==> config.mk <==
export PLATFORM = sky130hd
export DESIGN_NAME = calc_ctrl_gen2_flat
export DESIGN_NICKNAME = d
export VERILOG_FILES = /design/src/rtl/calc_ctrl_gen2_if.sv /design/src/rtl/calc_ctrl_gen2.sv /design/src/flat_wrapper.sv
export SDC_FILE = /design/constraint.sdc
export NUM_CORES = 1
export LEC_CHECK = 0
export ABC_AREA = 1
export BUFFER_PORTS_ARGS = -buffer_cell sky130_fd_sc_hd__buf_2
export CAP_MARGIN = 20
export CORE_MARGIN = 2
export CORE_UTILIZATION = 60
export CTS_BUF_LIST = sky130_fd_sc_hd__clkbuf_4
export DETAILED_ROUTE_END_ITERATION = 16
export PLACE_DENSITY = 0.95
export SLEW_MARGIN = 20
export SYNTH_ARGS = -nofsm -noshare
export SYNTH_HDL_FRONTEND = slang
export SYNTH_SLANG_ARGS = --single-unit
==> constraint.sdc <==
create_clock -name clk -period 2 [get_ports clk]
set_input_delay 0.2 -clock clk [delete_from_list [all_inputs] [get_ports clk]]
set_output_delay 0.2 -clock clk [all_outputs]
set_load 0.03 [all_outputs]
==> src/rtl/calc_ctrl_gen2_if.sv <==
// Keypad/ALU/display handshake bundle for calc_ctrl_gen2.
// master: keypad and ALU side, which drives the inputs. slave: the controller.
interface calc_ctrl_gen2_if;
    logic [3:0] key;
    logic       key_valid;
    logic       full_acc;
    logic       full_aux;
    logic       busy_disp;
    logic [3:0] digit;
    logic       digit_valid;
    logic [2:0] operation;
    logic       op_valid;
    logic       clear_alu;
    logic       update_disp;
    logic       error;
    logic [3:0] digit_count;

    modport master (
        output key, key_valid, full_acc, full_aux, busy_disp,
        input  digit, digit_valid, operation, op_valid, clear_alu, update_disp, error,
               digit_count
    );

    modport slave (
        input  key, key_valid, full_acc, full_aux, busy_disp,
        output digit, digit_valid, operation, op_valid, clear_alu, update_disp, error,
               digit_count
    );
endinterface

==> src/rtl/calc_ctrl_gen2.sv <==
// Calculator keypad controller: keys become ALU digit/op strobes and display refresh requests.
// Optional backspace (key 14) is enabled by defining CALC_CTRL_BACKSPACE_EN.
module calc_ctrl_gen2 #(
    parameter int unsigned MAX_DIGITS = 8,
    parameter int unsigned NUM_OPS    = 3
) (
    input logic             clk,
    input logic             rst_n,
    calc_ctrl_gen2_if.slave bus
);

    typedef enum logic [2:0] {
        StClear,
        StIdle,
        StDigit,
        StOp,
        StIssue,
        StDispWait,
        StError
    } state_e;

    localparam logic [3:0] MaxCount  = 4'(MAX_DIGITS);
    localparam logic [3:0] LastOpKey = 4'(9 + NUM_OPS);
    localparam logic [3:0] KeyClear  = 4'd15;
`ifdef CALC_CTRL_BACKSPACE_EN
    localparam logic [3:0] KeyBack   = 4'd14;
`endif

    state_e     state_q;
    logic [3:0] locked_key_q;
    logic [3:0] digit_q;
    logic [2:0] operation_q;
    logic [3:0] digit_count_q;
    logic       digit_valid_q;
    logic       op_valid_q;
    logic       clear_alu_q;
    logic       update_disp_q;
    logic       error_q;
    logic       dw_first_q;

    logic is_clear_key;
    logic is_digit_key;
    logic is_op_key;
    logic is_back_key;
    logic digit_ok;

    assign is_clear_key = bus.key_valid && (bus.key == KeyClear);
    assign is_digit_key = bus.key <= 4'd9;
    assign is_op_key    = (bus.key >= 4'd10) && (bus.key <= LastOpKey);
`ifdef CALC_CTRL_BACKSPACE_EN
    assign is_back_key  = (bus.key == KeyBack) && (digit_count_q != 4'd0);
`else
    assign is_back_key  = 1'b0;
`endif

    // Leading zero, a full operand, or a full ALU all drop the digit.
    assign digit_ok = !((digit_count_q == 4'd0) && (locked_key_q == 4'd0)) &&
                      (digit_count_q < MaxCount) && !bus.full_aux && !bus.full_acc;

    always_ff @(posedge clk or negedge rst_n) begin
        if (!rst_n) begin
            state_q       <= StClear;
            locked_key_q  <= 4'd0;
            digit_q       <= 4'd0;
            operation_q   <= 3'd0;
            digit_count_q <= 4'd0;
            digit_valid_q <= 1'b0;
            op_valid_q    <= 1'b0;
            clear_alu_q   <= 1'b0;
            update_disp_q <= 1'b0;
            error_q       <= 1'b0;
            dw_first_q    <= 1'b0;
        end else begin
            digit_valid_q <= 1'b0;
            op_valid_q    <= 1'b0;
            clear_alu_q   <= 1'b0;
            update_disp_q <= 1'b0;

            if (is_clear_key) begin
                state_q <= StClear;
                error_q <= 1'b0;
            end else begin
                unique case (state_q)
                    StClear: begin
                        clear_alu_q   <= 1'b1;
                        digit_count_q <= 4'd0;
                        state_q       <= StIssue;
                    end
                    StIdle: begin
                        if (bus.key_valid) begin
                            if (is_digit_key || is_back_key) begin
                                locked_key_q <= bus.key;
                                state_q      <= StDigit;
                            end else if (is_op_key) begin
                                locked_key_q <= bus.key;
                                state_q      <= StOp;
                            end
                        end
                    end
                    StDigit: begin
                        state_q <= StIdle;
`ifdef CALC_CTRL_BACKSPACE_EN
                        // Backspace was qualified on a non-zero count when it was locked.
                        if (locked_key_q == KeyBack) begin
                            digit_q       <= 4'hE;
                            digit_valid_q <= 1'b1;
                            digit_count_q <= digit_count_q - 4'd1;
                            state_q       <= StIssue;
                        end else
`endif
                        if (digit_ok) begin
                            digit_q       <= locked_key_q;
                            digit_valid_q <= 1'b1;
                            digit_count_q <= digit_count_q + 4'd1;
                            state_q       <= StIssue;
                        end
                    end
                    StOp: begin
                        if (!bus.full_acc) begin
                            operation_q   <= 3'(locked_key_q - 4'd9);
                            op_valid_q    <= 1'b1;
                            digit_count_q <= 4'd0;
                            state_q       <= StIssue;
                        end else begin
                            state_q <= StIdle;
                        end
                    end
                    StIssue: begin
                        update_disp_q <= 1'b1;
                        dw_first_q    <= 1'b1;
                        state_q       <= StDispWait;
                    end
                    StDispWait: begin
                        // busy_disp may not yet reflect the request on the first cycle.
                        if (dw_first_q) begin
                            dw_first_q <= 1'b0;
                        end else if (!bus.busy_disp) begin
                            if (bus.full_acc) begin
                                error_q <= 1'b1;
                                state_q <= StError;
                            end else begin
                                state_q <= StIdle;
                            end
                        end
                    end
                    StError: begin
                        state_q <= StError;
                    end
                    default: begin
                        state_q <= StClear;
                    end
                endcase
            end
        end
    end

    assign bus.digit       = digit_q;
    assign bus.digit_valid = digit_valid_q;
    assign bus.operation   = operation_q;
    assign bus.op_valid    = op_valid_q;
    assign bus.clear_alu   = clear_alu_q;
    assign bus.update_disp = update_disp_q;
    assign bus.error       = error_q;
    assign bus.digit_count = digit_count_q;

    assert property (@(posedge clk) disable iff (!rst_n)
                     $onehot0({digit_valid_q, op_valid_q, clear_alu_q}));

endmodule
==> src/flat_wrapper.sv <==
// flat-port wrapper written by rule: the top's interface ports become plain ports
module calc_ctrl_gen2_flat 
#(
    parameter int unsigned MAX_DIGITS = 8,
    parameter int unsigned NUM_OPS    = 3
)
  (clk, rst_n, bus_key, bus_key_valid, bus_full_acc, bus_full_aux, bus_busy_disp, bus_digit, bus_digit_valid, bus_operation, bus_op_valid, bus_clear_alu, bus_update_disp, bus_error, bus_digit_count);
  calc_ctrl_gen2_if bus_i ();
  input logic clk;
  input logic rst_n;
  input wire logic [$bits(bus_i.key)-1:0] bus_key;
  input wire logic [$bits(bus_i.key_valid)-1:0] bus_key_valid;
  input wire logic [$bits(bus_i.full_acc)-1:0] bus_full_acc;
  input wire logic [$bits(bus_i.full_aux)-1:0] bus_full_aux;
  input wire logic [$bits(bus_i.busy_disp)-1:0] bus_busy_disp;
  output wire logic [$bits(bus_i.digit)-1:0] bus_digit;
  output wire logic [$bits(bus_i.digit_valid)-1:0] bus_digit_valid;
  output wire logic [$bits(bus_i.operation)-1:0] bus_operation;
  output wire logic [$bits(bus_i.op_valid)-1:0] bus_op_valid;
  output wire logic [$bits(bus_i.clear_alu)-1:0] bus_clear_alu;
  output wire logic [$bits(bus_i.update_disp)-1:0] bus_update_disp;
  output wire logic [$bits(bus_i.error)-1:0] bus_error;
  output wire logic [$bits(bus_i.digit_count)-1:0] bus_digit_count;
  assign bus_i.key = bus_key;
  assign bus_i.key_valid = bus_key_valid;
  assign bus_i.full_acc = bus_full_acc;
  assign bus_i.full_aux = bus_full_aux;
  assign bus_i.busy_disp = bus_busy_disp;
  assign bus_digit = bus_i.digit;
  assign bus_digit_valid = bus_i.digit_valid;
  assign bus_operation = bus_i.operation;
  assign bus_op_valid = bus_i.op_valid;
  assign bus_clear_alu = bus_i.clear_alu;
  assign bus_update_disp = bus_i.update_disp;
  assign bus_error = bus_i.error;
  assign bus_digit_count = bus_i.digit_count;
  calc_ctrl_gen2 #(.MAX_DIGITS(MAX_DIGITS), .NUM_OPS(NUM_OPS)) u_core (.clk(clk), .rst_n(rst_n), .bus(bus_i));
endmodule
==> results by group <==
Run status
  – Status: finished, final reports clean

STA
  – Slew Limit Fails: 0
  – Final Critical Period: between 1000 and 1500 ps
  – Hold_ws: 109 ps
  – Least-Margin Pin Slew: between 500 and 600 ps
  – Slew HR: between 60% and 70%
  – Setup-failing EPs final: 0
  – Setup TNS: 0 ps
  – Unrepaired setup endpoints after global routing: no
  – Final WS setup: ~550 ps
  – Endpoints failing hold: 0
  – Final period util: between 70 and 80%
  – Fmax: around 690 MHz
  – Skew final: ~1.8 ps

Global routing
  – Initial antenna violation count: 0
  – First-pass GRT wire length: 4410 um
  – Gr ovfl total: 0
  – Pin count of the biggest net entering global routing: 25
  – Number of global-route vias before repair: roughly 1100
  – Total GRT Usage: a little under a quarter

Pwr
  – Switching power: 0.931 mW
  – PwrDens: about 1400 mW/mm2
  – VDD IR max: approximately 0.85 mV
  – Share of total power in sequential cells: between 40% and 50%
  – Comb power frac: approximately 48%
  – Clock Power Share: a little over a tenth
  – Lkg Pwr: 0.816 nW
  – Switching Share: between 40% and 50%
  – Total design power: 1.96 mW
  – Pint: around 1.0 mW

Drt
  – First drt pass iteration count: 4
  – Via Count: around 1100
  – Post-DR vias/cell: between 5 and 6
  – Initial DRC count: 37
  – Drt drc: 0
  – Wire per inst: 11.9 um
  – Drt total wl: around 2500 um
  – Antenna-violating nets left: 0

Clocking
  – H-tree Lvls: 1
  – Skew-Pair Late Insertion Delay: between 300 and 400 ps
  – Clk Tree Root Cell: clkbuf_4
  – Clock transition at the registers of the reported paths: between 100 and 150 ps
  – Post-CTS Setup Inserts: 0
  – TritonCTS clock tree: yes
  – Clk buf depth: 2
  – Clock sink count: 24
  – Total CTS buffers: 3

Setup path
  – Critical Path RT: approximately 2200 ps
  – Max stage delay on crit path: approximately 430 ps
  – Crit-path slowest cell: dfrtp_1
  – Endpoint type of the worst setup path: register
  – Worst reg2reg endpoint: u_core.bus.digit_count[0]$_DFFE_PN0P_
  – CP Max Fanout: 5
  – CP arrival: 1670 ps
  – Reg-to-Reg Start: u_core.bus.digit_count[0]$_DFFE_PN0P_
  – Reg2reg path depth: 8
  – Largest delay share family, worst path: simple AND/OR/NAND/NOR gates
  – Crit path cell chain: inv_1 -> ha_1 -> nand4_1 -> nand2_1 -> nand2_1 -> nand2_1 -> nand2_1 -> nand2_1
  – R2r setup slk: about 550 ps
  – Setup Crit Path Kind: register to register
  – CP Buf/Inv Count: 1
  – CP most frequent cell: nand2_1
  – Startpoint Class: register

Synth
  – Post-Synth Simple-Gate Area: 34.0%
  – Synth Area in XOR/XNOR: under 10%
  – Post-Synthesis Cells: around 160
  – Syn. warnings: 0
  – Synthesis-stage register bit count: 24
  – Post-Syn Area per Cell: 7.95 um2
  – Mux contribution to synthesized area: 0%
  – Post-synthesis compound-gate area fraction: around 7.1%
  – Post-Synth Adder-Cell Area: roughly 4.0%
  – Post-Syn Area: ~0.0012 mm2
  – Register area share after synthesis: around half
  – Mapped Nets: approximately 170
  – Largest family of logic cells by synthesized area: simple AND/OR/NAND/NOR gates
  – Yosys cell types: 23

Floorplanning
  – Die area: ~0.0025 mm2
  – Horiz. Die Dim: 49.6 um
  – Initial Utilization: 63.6%
  – Die Ht: between 40 and 50 um
  – IO Pins: 26
  – Core area: ~0.002 mm2
  – Std-Cell Rows: 16

Finish
  – Fill count: 157
  – Ratio of cells with drive above 1 in the final layout: approximately a fifth
  – Area Overhead vs Synth: 15.6%
  – Final Util: 73.6%
  – N_diodes: 0
  – Nets: 202
  – Final non-filler cell total: roughly 210
  – Final instance area: about 0.0014 mm2

Hold path
  – Sink of the worst hold path: u_core.locked_key_q[2]$_DFFE_PN0P_
  – Hold Crit Depth: 3
  – Hold_sp: bus_key[2]
  – Worst Hold Class: input pin to register

Placement
  – Placed inst area: 0.00141 mm2
  – GP Congestion: a little under 0.9
  – Post-Place Cells: between 200 and 250
  – Post-DP HPWL: just under 2000 um
  – Pre-CTS setup slack: around 570 ps
  – IO Port Bufs: 25

Flow run
  – Max-cap violation count: 0
==> flip-flops by register name (all words and copies together), names as in the netlist, 3 cells and up <==
signal                  count
u_core.state_q              3
u_core.bus.operation        3
u_core.locked_key_q         4
u_core.bus.digit            4
u_core.bus.digit_count      4
==> cell usage after synthesis <==
| master | n | area share (%) |
|---|---|---|
| a21oi_1 | 3 | 1.2 |
| dfrtp_1 | 24 | 48 |
| ha_1 | 4 | 4.0 |
| inv_1 | 17 | 5.1 |
| inv_2 | 1 | 0.30 |
| nand2_1 | 62 | 19 |
| nand2_2 | 1 | 0.50 |
| nand3_1 | 5 | 2.0 |
| nand3_2 | 1 | 0.80 |
| nand4_1 | 2 | 1.0 |
| nand4_2 | 1 | 1.0 |
| nor2_1 | 13 | 3.9 |
| nor2_2 | 1 | 0.50 |
| nor2_4 | 3 | 2.7 |
| nor3_1 | 2 | 0.80 |
| nor3_2 | 1 | 0.80 |
| nor3_4 | 1 | 1.3 |
| o211ai_1 | 1 | 0.60 |
| o21ai_0 | 8 | 3.2 |
| o21ai_1 | 2 | 0.80 |
| o21ai_2 | 1 | 0.70 |
| o21bai_1 | 1 | 0.60 |
| xnor2_1 | 2 | 1.4 |
==> power groups by stage <==
| stage | clock network, mW | logic, mW | registers, mW |
|---|---|---|---|
| 2_1_floorplan | 0 | 0.500 | 0.982 |
| 3_3_place_gp | 0 | 0.896 | 0.797 |
| 3_5_place_dp | 0 | 0.927 | 0.809 |
| 4_1_cts | 0.221 | 0.937 | 0.799 |
| 5_1_grt | 0.237 | 1.05 | 0.825 |
| 6_report | 0.215 | 0.934 | 0.807 |
==> area by class of cell <==
type                            count  area, um2  area share (%)
Sequential cell                    24        601            41.6
Multi-Input combinational cell    115        581            40.2
Inverter                           18       67.6            4.68
Tap cell                           27       33.8            2.34
Clock buffer                        3       22.5            1.56
Timing Repair Buffer               26        135            9.36
Clock inverter                      1       3.75           0.260
==> how the worst max path moves through the flow <==
stage	slack (ps)	to	cells after the start	startpoint
after global placement	670	u_core.bus.digit_count[1]$_DFFE_PN0P_	8	u_core.bus.digit_count[0]$_DFFE_PN0P_
after floorplan	510	u_core.bus.digit_count[2]$_DFFE_PN0P_	8	u_core.bus.digit_count[0]$_DFFE_PN0P_
after detailed placement	570	u_core.bus.digit_count[0]$_DFFE_PN0P_	8	u_core.bus.digit_count[0]$_DFFE_PN0P_
after CTS	550	u_core.bus.digit_count[0]$_DFFE_PN0P_	8	u_core.bus.digit_count[0]$_DFFE_PN0P_
final	550	u_core.bus.digit_count[0]$_DFFE_PN0P_	8	u_core.bus.digit_count[0]$_DFFE_PN0P_
after global routing	450	u_core.bus.digit_count[0]$_DFFE_PN0P_	8	u_core.bus.digit_count[0]$_DFFE_PN0P_
==> placed cells by master, fill, tap and decap left out, drive strengths merged <==
cell	count
nor2	17
nor3	4
dfrtp	24
clkinv	1
a21oi	3
nand2	63
clkbuf	3
xnor2	2
dlygate4sd3	1
o211ai	1
ha	4
nand3	6
buf	25
o21bai	1
inv	18
o21ai	11
nand4	3
==> tightest hold or removal path, stage by stage <==
cell	delay, ps
buf_2	100
nand2_1	50
nand2_1	60
==> logic make-up (layout without fill, tap and decap cells) <==
kind of cell,after synthesis,in the layout
buf+inv,18,48
xor+xnor,2,2
simple gates,93,93
fa+ha+maj,4,4
compound gates,16,16
flops,24,24
==> layer usage <==
layer  global-route usage (%)  vias up  part of all wire, %
met5                        0        -                    0
met4                     12.5        0                  2.4
met3                     2.73        4                  5.3
met2                     39.6       43                   50
met1                     29.7      526                   42
li1                         -      556                    -
==> repair_timing <==
action,CTS,global route
resized for setup,0,0
hold buffers,1,0
endpoints found under the setup margin,0,0
endpoints found under the hold margin,24,0
Note: power is estimated with default switching activity, not from simulation.
